<file path="src/rtl/rat_io_hub_if.sv">
`default_nettype none
// +--------------------------------------------------------------------------+
// | rat_io_hub_if : RAT MCU port-mapped I/O bus (ID, write data, strobe, read) |
// | Rev 1.0                                                                  |
// +--------------------------------------------------------------------------+
interface rat_io_hub_if;
  logic [7:0] port_id;
  logic [7:0] out_port;
  logic       io_strb;
  logic [7:0] in_port;

  modport master (output port_id, output out_port, output io_strb, input in_port);
  modport slave  (input port_id, input out_port, input io_strb, output in_port);
endinterface
`default_nettype wire

</file>
<file path="src/rtl/rat_io_hub.sv">
`default_nettype none
// +--------------------------------------------------------------------------+
// | rat_io_hub : synced input bank, strobed output bank, 8-source edge IRQ    |
// | controller. Optional macro IO_READBACK_EN enables output-register reads.  |
// | Rev 1.0                                                                  |
// +--------------------------------------------------------------------------+
module rat_io_hub #(
  parameter int         N_IN        = 8,
  parameter int         N_OUT       = 4,
  parameter logic [7:0] IN_BASE     = 8'h90,
  parameter logic [7:0] OUT_BASE    = 8'h40,
  parameter logic [7:0] IRQ_STAT_ID = 8'hF0,
  parameter logic [7:0] IRQ_MASK_ID = 8'hF1,
  parameter logic [7:0] IRQ_ACK_ID  = 8'hF2
) (
  input  wire logic                clk,
  input  wire logic                reset,
  rat_io_hub_if.slave              bus,
  input  wire logic [8*N_IN-1:0]   ext_in,
  output logic      [8*N_OUT-1:0]  out_regs,
  output logic      [N_OUT-1:0]    out_wr,
  input  wire logic [7:0]          irq_src,
  output logic                     interrupt
);

  localparam int c_IN_LO  = int'(IN_BASE);
  localparam int c_IN_HI  = int'(IN_BASE) + N_IN - 1;
  localparam int c_OUT_LO = int'(OUT_BASE);
  localparam int c_OUT_HI = int'(OUT_BASE) + N_OUT - 1;
  localparam int c_STAT   = int'(IRQ_STAT_ID);
  localparam int c_MASK   = int'(IRQ_MASK_ID);
  localparam int c_ACK    = int'(IRQ_ACK_ID);

  localparam bit c_OVL_IO  = (c_IN_LO <= c_OUT_HI) && (c_OUT_LO <= c_IN_HI);
  localparam bit c_OVL_IN  = (c_STAT >= c_IN_LO && c_STAT <= c_IN_HI) ||
                             (c_MASK >= c_IN_LO && c_MASK <= c_IN_HI) ||
                             (c_ACK  >= c_IN_LO && c_ACK  <= c_IN_HI);
  localparam bit c_OVL_OUT = (c_STAT >= c_OUT_LO && c_STAT <= c_OUT_HI) ||
                             (c_MASK >= c_OUT_LO && c_MASK <= c_OUT_HI) ||
                             (c_ACK  >= c_OUT_LO && c_ACK  <= c_OUT_HI);
  localparam bit c_IRQ_DUP = (c_STAT == c_MASK) || (c_STAT == c_ACK) || (c_MASK == c_ACK);

  localparam logic [7:0] c_N_IN8  = 8'(N_IN);
  localparam logic [7:0] c_N_OUT8 = 8'(N_OUT);

  if (N_IN < 1 || N_IN > 16) begin : g_err_n_in
    $error("rat_io_hub: N_IN must be 1..16");
  end
  if (N_OUT < 1 || N_OUT > 16) begin : g_err_n_out
    $error("rat_io_hub: N_OUT must be 1..16");
  end
  if (c_IN_HI > 255 || c_OUT_HI > 255) begin : g_err_wrap
    $error("rat_io_hub: ID range wraps past 8'hFF");
  end
  if (c_OVL_IO || c_OVL_IN || c_OVL_OUT || c_IRQ_DUP) begin : g_err_overlap
    $error("rat_io_hub: overlapping port ID ranges");
  end

  logic [8*N_IN-1:0]  r_in_s1;
  logic [8*N_IN-1:0]  r_in_s2;
  logic [8*N_OUT-1:0] r_out_regs;
  logic [N_OUT-1:0]   r_out_wr;
  logic [7:0]         r_irq_s1;
  logic [7:0]         r_irq_s2;
  logic [7:0]         r_irq_s3;
  logic [7:0]         r_pending;
  logic [7:0]         r_mask;
  logic               r_interrupt;

  logic [7:0] w_in_off;
  logic [7:0] w_out_off;
  logic       w_in_hit;
  logic       w_out_hit;
  logic [7:0] w_rise;
  logic [7:0] w_ack;
  logic [7:0] w_rd;

  assign w_in_off  = bus.port_id - IN_BASE;
  assign w_out_off = bus.port_id - OUT_BASE;
  assign w_in_hit  = (bus.port_id >= IN_BASE)  && (w_in_off  < c_N_IN8);
  assign w_out_hit = (bus.port_id >= OUT_BASE) && (w_out_off < c_N_OUT8);
  assign w_rise    = r_irq_s2 & ~r_irq_s3;
  assign w_ack     = (bus.io_strb && bus.port_id == IRQ_ACK_ID) ? bus.out_port : 8'h00;

  always_comb begin
    w_rd = 8'h00;
    if (w_in_hit) begin
      for (int k = 0; k < N_IN; k++) begin
        if (w_in_off == 8'(k)) w_rd = r_in_s2[8*k +: 8];
      end
    end
`ifdef IO_READBACK_EN
    else if (w_out_hit) begin
      for (int k = 0; k < N_OUT; k++) begin
        if (w_out_off == 8'(k)) w_rd = r_out_regs[8*k +: 8];
      end
    end
`endif
    else if (bus.port_id == IRQ_STAT_ID) begin
      w_rd = r_pending;
    end else if (bus.port_id == IRQ_MASK_ID) begin
      w_rd = r_mask;
    end
  end

  always_ff @(posedge clk) begin
    if (reset) begin
      r_in_s1     <= '0;
      r_in_s2     <= '0;
      r_out_regs  <= '0;
      r_out_wr    <= '0;
      r_irq_s1    <= '0;
      r_irq_s2    <= '0;
      r_irq_s3    <= '0;
      r_pending   <= '0;
      r_mask      <= '0;
      r_interrupt <= 1'b0;
    end else begin
      r_in_s1  <= ext_in;
      r_in_s2  <= r_in_s1;
      r_irq_s1 <= irq_src;
      r_irq_s2 <= r_irq_s1;
      r_irq_s3 <= r_irq_s2;
      r_out_wr <= '0;
      if (bus.io_strb && w_out_hit) begin
        for (int k = 0; k < N_OUT; k++) begin
          if (w_out_off == 8'(k)) begin
            r_out_regs[8*k +: 8] <= bus.out_port;
            r_out_wr[k]          <= 1'b1;
          end
        end
      end
      if (bus.io_strb && bus.port_id == IRQ_MASK_ID) r_mask <= bus.out_port;
      // New edges are ORed after the ack so a coincident set survives.
      r_pending   <= (r_pending & ~w_ack) | w_rise;
      r_interrupt <= |(r_pending & r_mask);
    end
  end

  assign bus.in_port = w_rd;
  assign out_regs    = r_out_regs;
  assign out_wr      = r_out_wr;
  assign interrupt   = r_interrupt;

endmodule
`default_nettype wire
</file>
<file path="src/flat_wrapper.sv">
// flat-port wrapper written by rule: the top's interface ports become plain ports
module rat_io_hub_flat 
#(
  parameter int         N_IN        = 8,
  parameter int         N_OUT       = 4,
  parameter logic [7:0] IN_BASE     = 8'h90,
  parameter logic [7:0] OUT_BASE    = 8'h40,
  parameter logic [7:0] IRQ_STAT_ID = 8'hF0,
  parameter logic [7:0] IRQ_MASK_ID = 8'hF1,
  parameter logic [7:0] IRQ_ACK_ID  = 8'hF2
)
  (clk, reset, ext_in, out_regs, out_wr, irq_src, interrupt, bus_port_id, bus_out_port, bus_io_strb, bus_in_port);
  rat_io_hub_if bus_i ();
  input  wire logic clk;
  input  wire logic reset;
  input  wire logic [8*N_IN-1:0] ext_in;
  output logic      [8*N_OUT-1:0] out_regs;
  output logic      [N_OUT-1:0] out_wr;
  input  wire logic [7:0] irq_src;
  output logic interrupt;
  input wire logic [$bits(bus_i.port_id)-1:0] bus_port_id;
  input wire logic [$bits(bus_i.out_port)-1:0] bus_out_port;
  input wire logic [$bits(bus_i.io_strb)-1:0] bus_io_strb;
  output wire logic [$bits(bus_i.in_port)-1:0] bus_in_port;
  assign bus_i.port_id = bus_port_id;
  assign bus_i.out_port = bus_out_port;
  assign bus_i.io_strb = bus_io_strb;
  assign bus_in_port = bus_i.in_port;
  rat_io_hub #(.N_IN(N_IN), .N_OUT(N_OUT), .IN_BASE(IN_BASE), .OUT_BASE(OUT_BASE), .IRQ_STAT_ID(IRQ_STAT_ID), .IRQ_MASK_ID(IRQ_MASK_ID), .IRQ_ACK_ID(IRQ_ACK_ID)) u_core (.clk(clk), .reset(reset), .bus(bus_i), .ext_in(ext_in), .out_regs(out_regs), .out_wr(out_wr), .irq_src(irq_src), .interrupt(interrupt));
endmodule
</file>
<file path="config.mk">
export PLATFORM = sky130hd
export DESIGN_NAME = rat_io_hub_flat
export DESIGN_NICKNAME = d
export VERILOG_FILES = /design/src/rtl/rat_io_hub_if.sv /design/src/rtl/rat_io_hub.sv /design/src/flat_wrapper.sv
export SDC_FILE = /design/constraint.sdc
export NUM_CORES = 1
export LEC_CHECK = 0
export CAP_MARGIN = 0
export CELL_PAD_IN_SITES_DETAIL_PLACEMENT = 0
export CELL_PAD_IN_SITES_GLOBAL_PLACEMENT = 2
export CORE_MARGIN = 4
export CORE_UTILIZATION = 29
export CTS_CLUSTER_SIZE = 25
export DETAILED_ROUTE_END_ITERATION = 7
export PLACE_DENSITY = 0.85
export SYNTH_ARGS = -nofsm -noshare
export SYNTH_HDL_FRONTEND = slang
export SYNTH_SLANG_ARGS = --single-unit
</file>
<file path="constraint.sdc">
create_clock -name clk -period 2.65 [get_ports clk]
set_input_delay 0.795 -clock clk [delete_from_list [all_inputs] [get_ports clk]]
set_output_delay 0.795 -clock clk [all_outputs]
set_load 0.01 [all_outputs]
</file>
==> results.cfg, run 1 <==
[status]
status = complete, but fails checks
violations = negative setup slack

[job]
drv_cap = 0

[final_layout]
layout-drive-gt1-share_pct = 19.8
nNetsFinal = 892
instances_no_fill = 1136
multi_input_area_mm2 = 0.00275
fillCellCount = 2268
syn2layout_area_growth_pct = 45.1
diodes = 0
ff_latch_area_mm2 = 0.00410

[cts]
cts_made_buffers = 23
cts_buffer_depth = 3
htreeDepth = 1
numClockSinks = 205
cts_tree = built
cts_root_buffer = clkbuf_16
postCtsHoldBufs = 0
clkLatencyLatePin_ns = 0.50
clk_pin_slew_worst_paths_ns = 0.06

[place]
io_buffer_count = 135
gp_congestion = 0.761
dp_hpwl_mm = 11.1
dp.cells = 1083

[timing]
setup_viol = 8
max_slew_margin_pct = 69.6
min_period_ns = 2.82
hold_violations = 0
timing.final.max_slew_violations = 0
finalWorstSetupSlack_ns = -0.166
fmax_mhz = 355
tns_ns = -0.941
rsz0062_at_grt = true
tightest_slew_ns = 0.456
skew_ns = 0.0113
hold_ws_ns = 0.433
fin_crit_sh_pct = 106

[grt]
grt-busiest-layer = met2
antenna_found_initial = 0
grt_util_met3_pct = 3.12
grt_max_degree = 70
use_met1_pct = 15.8
grt-ovfl-total = 0
grt_pass1_wl_mm = 25.5
first_global_vias = 4826
grt_usage_pct = 12.1
grtUsageMet2_pct = 19.7

[floorplan]
die_w_um = 162
fp.dieH_um = 162
coreArea_mm2 = 0.0235
initial_core_util_pct = 29.4
pin_count = 136
dieArea_mm2 = 0.0263
num_rows = 56

[worst_hold_path]
hold_class = reg -> reg
worstHoldStart = u_core.r_in_s1[52]

[power]
finalPower_mw = 6.91
ir_worst_vdd_mv = 0.490
p_leak_nw = 4.09
cellPowerDensity_mw_per_mm2 = 690

[synth]
synth_cells = 627
synth_top_area_cell = dfxtp_1
synth_area_leaders = dfxtp_1 (59%), nor2b_1 (14%), mux2i_1 (7.3%)
synth_top_family_by_area = simple AND/OR/NAND/NOR gates
syn_area_mm2 = 0.00690
synth_mux_area_share_pct = 11.2
syn_avg_cell_area_um2 = 11.0
yosys_warnings = 0
ys_async_sr_fraction_pct = 0
synth-edff-count = 0
synth-simple-area-share_pct = 21.9
synth-compound-area-share_pct = 4.44
synth_flop_cell = dfxtp_1
synthXorXnorAreaFrac_pct = 0
synth_top_area_share_pct = 59.5
ys_ff_latch = 205
ys_types = 38
synth_fa_ha_area_share_pct = 0
synth-seq-area-share_pct = 59.5
synth_fp_nets = 718

[setup_path]
critPathMaxStageDelay_ns = 0.36
cpMostUsedCell = buf_6
critPathKind = in -> out
required_ns = 1.86
start_kind = input pin
cp_cell_sequence = buf_8, buf_6, nor4_4, buf_6, a22oi_2, a31oi_1, buf_2
endpoint_kind = output pin
arrival_ns = 2.02
critPathSlowestCell = nor4_4
path_max_fanout = 5
startpoint = bus_port_id[6]
timing.rr.start = u_core.r_pending[3]

[detailed_routing]
vias = 4717
avgRoutedWirePerCell_um = 14.1
drc = 0
ant_nets = 0
routed_via_density = 4.15
postRouteWirelength_mm = 16.0
firstDrtPassIters = 4
drt_iter0_markers = 182
## logic make-up (layout without fill, tap and decap cells)
logic type	after synthesis	in the layout
DFF	205	205
AOI/OAI and AO/OA	50	50
buffers and inverters	49	239
and+or+nand+nor	256	256
muxes	67	67
## worst max-delay path, delay by kind of cell
kind            cells  cell delay, ns
compound gates      2            0.27
simple gates        1            0.36
buf+inv             4            0.59
## state kept, by name, indices dropped and copies added, names as in the netlist
register	flops
u_core.r_in_s1	64
u_core.r_in_s2	64
u_core.out_regs	32
u_core.r_irq_s1	8
u_core.r_irq_s2	8
u_core.r_irq_s3	8
u_core.r_mask	8
u_core.r_pending	8
u_core.out_wr	4
u_core.interrupt	1
## report_power, final
part / total, mW / leakage [nW] / internal (mW) / switching [mW]
Sequential: 3.23 / 1.68 / 3.20 / 0.0296
Clock: 3.19 / 0.385 / 2.00 / 1.19
Combinational: 0.495 / 2.02 / 0.294 / 0.202
Total: 6.91 / 4.09 / 5.49 / 1.42
## per-stage QoR
stage               cell area (µm²)  setup slack [ns]  util, %
detailed placement             8860             -1.13     37.7
finish                        10000            -0.166     42.7
global route                  10000            -0.193     42.7
global placement               8860             -1.11     37.7
CTS                            9940            -0.158     42.4
floorplan                      6920           0.00720        -
## timing repair
item	4_1_cts	5_1_grt
setup buffers	8	2
resized for setup	114	23
pin swaps	16	11
setup endpoints to repair	8	8
cloned	4	0
## synthesized netlist by cell type, types with 2 or more instances
cell type,count
a21oi_1,17
a221oi_1,2
a22o_1,2
a22oi_1,9
buf_1,4
buf_2,6
clkbuf_1,27
dfxtp_1,205
inv_1,10
mux2_2,10
mux2i_1,50
mux4_2,7
nand2_1,7
nand2b_1,15
nand3_1,8
nand3b_1,3
nand4_1,2
nor2_1,40
nor2_2,8
nor2b_1,154
nor3_1,7
nor4_1,2
nor4b_1,2
o21ai_0,13
o221ai_1,3
o22ai_1,2
## worst paths after layout
kind / end / slack (ns) / cells after the start
worst max-delay path: bus_in_port[6] / -0.17 / 7
worst min-delay path: u_core.r_in_s2[52] / 0.43 / 1
worst max register to register: u_core.interrupt / 1.82 / 2
worst min register to register: u_core.r_in_s2[52] / 0.43 / 1
## routing by layer
metal	routed length (µm)	vias to the layer above
met5	0	-
met4	272	0
met3	947	22
met2	7440	116
met1	7330	2166
li1	-	2413
## final cells by class
cell class,instances,share of cell area [%]
timing repair buffer,188,19.4
sequential,205,41.0
inverter,10,0.375
multi-input combinational,373,27.5
clock buffer,32,6.48
clock inverter,9,1.31
tap,319,3.98
## cells in the final DEF (no fill, tap or decap), types with 4 or more instances in the layout
master / count
clkbuf_1: 5
nor2b_1: 153
a22oi_2: 4
o21ai_0: 9
nand2b_1: 15
dfxtp_1: 205
buf_6: 15
mux2i_1: 48
buf_12: 9
nand3_1: 5
a21oi_2: 4
mux4_2: 7
nand3_2: 4
clkbuf_8: 4
inv_1: 10
buf_4: 31
a22oi_1: 5
nand2_1: 4
clkbuf_16: 23
mux2_2: 10
nor2_2: 9
nor2_1: 39
buf_2: 8
a21oi_1: 13
nor3_1: 5
clkdlybuf4s50_1: 118
Note: power is estimated with default switching activity, not from simulation.
==> run 2: changes to the inputs <==
--- a/config.mk
+++ b/config.mk
@@ -8,7 +8,7 @@
 export CAP_MARGIN = 0
 export CELL_PAD_IN_SITES_DETAIL_PLACEMENT = 0
 export CELL_PAD_IN_SITES_GLOBAL_PLACEMENT = 2
-export CORE_MARGIN = 4
+export CORE_MARGIN = 3
 export CORE_UTILIZATION = 29
 export CTS_CLUSTER_SIZE = 25
 export DETAILED_ROUTE_END_ITERATION = 7
==> run 2 against run 1 <==
Net effect:
- the flow still finishes with violations (negative setup slack)
- critical path depth up 2
- count of clock-buffer cells in the layout shrank 3
- sequential power is essentially flat
- maximum frequency is 0.52% lower
- register-to-register slack barely moved
- critical path type unchanged
- largest cell class unchanged
- highest routed layer unchanged
==> results.cfg, run 2 (synthesis gave the netlist of run 1 again) <==
[place]
dp_hpwl_mm = 11.0
gp_congestion = 0.748
io_buffer_count = 135

[final_layout]
layout-drive-gt1-share_pct = 20.2
layout_commonest_cell = dfxtp_1
layout_common_cells = dfxtp_1 (205), nor2b_1 (152), clkdlybuf4s50_1 (118)
post-route-util_pct = 43.1
syn2layout_area_growth_pct = 43.4
nNetsFinal = 891
diodes = 0

[setup_path]
path_max_fanout = 4
arrival_ns = 2.04
timing.rr.start = u_core.r_pending[3]
critPathKind = in -> out
r2r_end = u_core.interrupt
start_kind = input pin
required_ns = 1.86
ff2ff_setup_slack_ns = 1.81
endpoint_kind = output pin
r2r_cells = 2

[grt]
grt_max_degree = 63
first_global_vias = 4662
grt_pass1_wl_mm = 25.1
grt-ovfl-total = 0
antenna_found_initial = 0
grt_usage_pct = 12.1

[cts]
clkLatencyLatePin_ns = 0.50
cts_made_buffers = 22
cts_tree = built
numClockSinks = 205
cts_root_buffer = clkbuf_16
clk_pin_slew_worst_paths_ns = 0.06
htreeDepth = 1
postCtsHoldBufs = 0
cts_buffer_depth = 3

[timing]
hold_violations = 0
skew_ns = 0.00770
fin_crit_sh_pct = 107
tightest_slew_ns = 0.459
hold_ws_ns = 0.430
finalWorstSetupSlack_ns = -0.180
max_slew_margin_pct = 69.4
min_period_ns = 2.83
setup_viol = 8
timing.final.max_slew_violations = 0
fmax_mhz = 353
rsz0062_at_grt = true

[floorplan]
pin_count = 136
num_rows = 55
fp.dieH_um = 160
initial_core_util_pct = 30.0
die_w_um = 160
dieArea_mm2 = 0.0257
coreArea_mm2 = 0.0230

[power]
p_leak_nw = 4.04
ir_worst_vdd_mv = 0.358
cellPowerDensity_mw_per_mm2 = 669

[detailed_routing]
drt_iter0_markers = 240
postRouteWirelength_mm = 16.0
drc = 0
vias = 4701
ant_nets = 0
firstDrtPassIters = 4
avgRoutedWirePerCell_um = 14.1
routed_via_density = 4.17

[worst_hold_path]
hold_class = reg -> reg
hold_end = u_core.r_irq_s2[5]
min_path_cells = 1
worstHoldStart = u_core.r_irq_s1[5]

[status]
status = complete, but fails checks
violations = negative setup slack

[job]
drv_cap = 0
[run 2: cell types whose count changed in the layout (fill, tap and decap cells not counted), moves of 3 or more]
| cell | before | now |
|---|---|---|
| o21ai_1 | 3 | 0 |
| buf_6 | 15 | 12 |
| buf_4 | 31 | 38 |
| a21oi_2 | 4 | 7 |
| a21oi_1 | 13 | 10 |
| clkinv_2 | 3 | 7 |
[run 2: timing repair]
item	4_1_cts	5_1_grt
setup buffers	11	0
resized for setup	125	2
pin swaps	15	3
setup endpoints to repair	8	8
gates cloned	3	0
[run 2: how the worst max path moves through the flow]
stage	startpoint	endpoint	slack, ns	cells past startpoint
after floorplan	bus_port_id[6]	bus_in_port[1]	0.007	3
after global placement	bus_port_id[6]	bus_in_port[3]	-1.11	4
after detailed placement	bus_port_id[6]	bus_in_port[7]	-1.12	4
after CTS	bus_port_id[3]	bus_in_port[7]	-0.17	8
after global routing	bus_port_id[3]	bus_in_port[5]	-0.25	9
final	bus_port_id[3]	bus_in_port[5]	-0.18	9
[run 2: layer usage]
layer / routed length [µm] / GRT usage (%)
met4: 290 / 3.04
met1: 7410 / 16.3
met3: 1120 / 3.40
met2: 7130 / 19.2
met5: 0 / 0
[run 2: final cells by class]
| cell class | instances | area (µm²) |
|---|---|---|
| Fill cell | 2224 | 13100 |
| Sequential cell | 205 | 4100 |
| Multi-Input combinational cell | 373 | 2780 |
| Timing Repair Buffer | 188 | 1890 |
| Clock buffer | 29 | 607 |
| Tap cell | 313 | 392 |
| Clock inverter | 10 | 90.1 |
| Inverter | 10 | 37.5 |
[run 2: stage by stage]
stage / TNS (ns) / total power [mW] / instances / setup slack [ns] / area (µm²)
finish: -1.27 / 6.62 / 1128 / -0.180 / 9900
global route: -1.73 / 6.88 / 1128 / -0.252 / 9900
detailed placement: -10.33 / 3.73 / 1075 / -1.12 / 8850
CTS: -1.22 / 6.72 / 1128 / -0.171 / 9890
floorplan: 0 / 3.49 / 627 / 0.00720 / 6920
global placement: -10.51 / 3.73 / 1075 / -1.11 / 8850
[run 2: power breakdown]
part / leakage, nW / internal, mW / switching, mW
registers: 1.68 / 3.19 / 0.0286
logic: 2.00 / 0.287 / 0.203
clock network: 0.350 / 1.72 / 1.19
total: 4.04 / 5.20 / 1.42
[run 2: worst max-delay path, stage by stage]
cell and delay (ns):
buf_8 0.10, buf_6 0.11, nor4_4 0.30, buf_4 0.17, buf_6 0.13, buf_6 0.11
nand3_2 0.08, o21ai_2 0.08, buf_2 0.16
==> run 3: changes to the inputs <==
--- a/config.mk
+++ b/config.mk
@@ -13,6 +13,8 @@
 export CTS_CLUSTER_SIZE = 25
 export DETAILED_ROUTE_END_ITERATION = 7
 export PLACE_DENSITY = 0.85
+export REMOVE_ABC_BUFFERS = 1
 export SYNTH_ARGS = -nofsm -noshare
 export SYNTH_HDL_FRONTEND = slang
 export SYNTH_SLANG_ARGS = --single-unit
+export TNS_END_PERCENT = 30
==> run 3 against run 2 <==
Net effect:
- the run still ends with negative setup slack left
- critical path depth is 1 higher
- non-clock buffer count rose by 7
- maximum frequency down 2.0%
- worst setup slack worse by 0.057 ns
- die area unchanged
- wire length down 4.4%
- register-to-register slack worse by 0.06 ns
- via count hardly changed
- sequential power about the same
- count of clock-buffer cells in the layout increased by 3
- flip-flop and latch count unchanged
- clock power barely moved
- largest power group unchanged
==> results.cfg, run 3 (synthesis gave the netlist of run 1 again) <==
[floorplan]
pin_count = 136
coreArea_mm2 = 0.0230
die_w_um = 160
dieArea_mm2 = 0.0257
initial_core_util_pct = 30.0
num_rows = 55
fp.dieH_um = 160

[status]
status = complete, but fails checks
violations = negative setup slack

[place]
io_buffer_count = 135
gp_congestion = 0.787
dp_slack_ns = -1.12
dp_hpwl_mm = 10.7
place_area_mm2 = 0.00892

[grt]
grt_usage_pct = 11.5
grt_max_degree = 75
grt_util_met3_pct = 2.80
grt-ovfl-total = 0
grt-busiest-layer = met2
grtUsageMet2_pct = 18.1
grt_pass1_wl_mm = 23.9
first_global_vias = 4527
antenna_found_initial = 0
use_met1_pct = 15.7

[cts]
cts_root_buffer = clkbuf_16
cts_made_buffers = 22
numClockSinks = 205
htreeDepth = 1
postCtsHoldBufs = 0
clkLatencyLatePin_ns = 0.50
cts_buffer_depth = 3
cts_tree = built
clk_pin_slew_worst_paths_ns = 0.06

[timing]
max_slew_margin_pct = 58.9
timing.final.max_slew_violations = 0
fin_crit_sh_pct = 109
fmax_mhz = 346
rsz0062_at_grt = true
tightest_slew_ns = 0.616
setup_viol = 8
hold_violations = 0
hold_ws_ns = 0.434
finalWorstSetupSlack_ns = -0.237
min_period_ns = 2.89
skew_ns = 0.00899

[power]
p_leak_nw = 4.05
ir_worst_vdd_mv = 0.315
finalPower_mw = 6.58
cellPowerDensity_mw_per_mm2 = 669

[final_layout]
nNetsFinal = 898
post-route-util_pct = 42.8
layout-drive-gt1-share_pct = 18.6
final_cell_area_mm2 = 0.00984
multi_input_area_mm2 = 0.00269
layout_common_cells = dfxtp_1 (205), nor2b_1 (154), clkdlybuf4s50_1 (118)
ff_latch_area_mm2 = 0.00410
layout_commonest_cell = dfxtp_1
diodes = 0
fillCellCount = 2261
syn2layout_area_growth_pct = 42.6

[detailed_routing]
routed_via_density = 4.15
drc = 0
vias = 4705
firstDrtPassIters = 4
avgRoutedWirePerCell_um = 13.5
ant_nets = 0
drt_iter0_markers = 193
postRouteWirelength_mm = 15.3

[worst_hold_path]
hold_end = u_core.r_in_s2[56]
min_path_cells = 1
hold_class = reg -> reg
worstHoldStart = u_core.r_in_s1[56]

[setup_path]
timing.rr.start = u_core.r_pending[6]
start_kind = input pin
ff2ff_setup_slack_ns = 1.75
endpoint_kind = output pin
r2r_end = u_core.interrupt
critPathKind = in -> out
required_ns = 1.86
r2r_cells = 2
path_max_fanout = 3
arrival_ns = 2.09

[job]
drv_cap = 0
## run 3: cell count changes in the layout (fill, tap and decap cells not counted), moves of 3 or more
| cell | delta |
|---|---|
| nor3_1 | -3 |
| nand3_2 | -3 |
| buf_4 | +8 |
| clkinv_2 | -5 |
| nand3_1 | +3 |
| a21oi_2 | -5 |
| a21oi_1 | +5 |
| clkbuf_1 | +3 |
## run 3: per-layer routing
metal / vias up / part of all wire (%)
met5: - / 0
met4: 0 / 2.5
met3: 34 / 6.0
met2: 119 / 45
met1: 2133 / 47
li1: 2419 / -
## run 3: worst max path at each step
stage	from	endpoint	slack (ns)	cells after the start
after global routing	bus_port_id[6]	bus_in_port[5]	-0.35	10
after detailed placement	bus_port_id[2]	bus_in_port[4]	-1.12	7
after CTS	bus_port_id[7]	bus_in_port[5]	-0.25	11
after global placement	bus_port_id[2]	bus_in_port[4]	-1.16	7
final	bus_port_id[6]	bus_in_port[5]	-0.24	10
after floorplan	bus_port_id[6]	bus_in_port[6]	-0.34	3
## run 3: through the flow
stage | instances | TNS [ns]
final | 1134 | -1.49
after global routing | 1134 | -2.13
after CTS | 1132 | -1.63
after detailed placement | 1086 | -9.37
after global placement | 1086 | -9.46
after floorplan | 588 | -2.43
## run 3: cell type report
| type | count | share of cell area [%] |
|---|---|---|
| multi-input cells | 373 | 27.3 |
| flip-flops and latches | 205 | 41.7 |
| clock inverters | 6 | 0.737 |
| repair buffers | 195 | 19.6 |
| clock buffers | 32 | 6.28 |
| well taps | 313 | 3.98 |
| inverters | 10 | 0.381 |
## run 3: timing repair
| action | 4_1_cts | 5_1_grt |
|---|---|---|
| buffers inserted | 6 | 3 |
| setup endpoints to repair | 8 | 8 |
| gates resized for setup | 95 | 10 |
| pin swaps | 9 | 5 |
| gates cloned | 2 | 0 |
## run 3: power breakdown
group          switching (mW)  internal, mW
clock network            1.17          1.72
logic                   0.187         0.281
registers              0.0284          3.20
## run 3: critical path, cell delays in order
cell and delay (ns):
buf_8 0.10, buf_6 0.11, nor4_4 0.32, buf_4 0.19, buf_12 0.10, buf_6 0.08, a21oi_2 0.04, o21ai_1 0.12
buf_4 0.13, buf_6 0.09
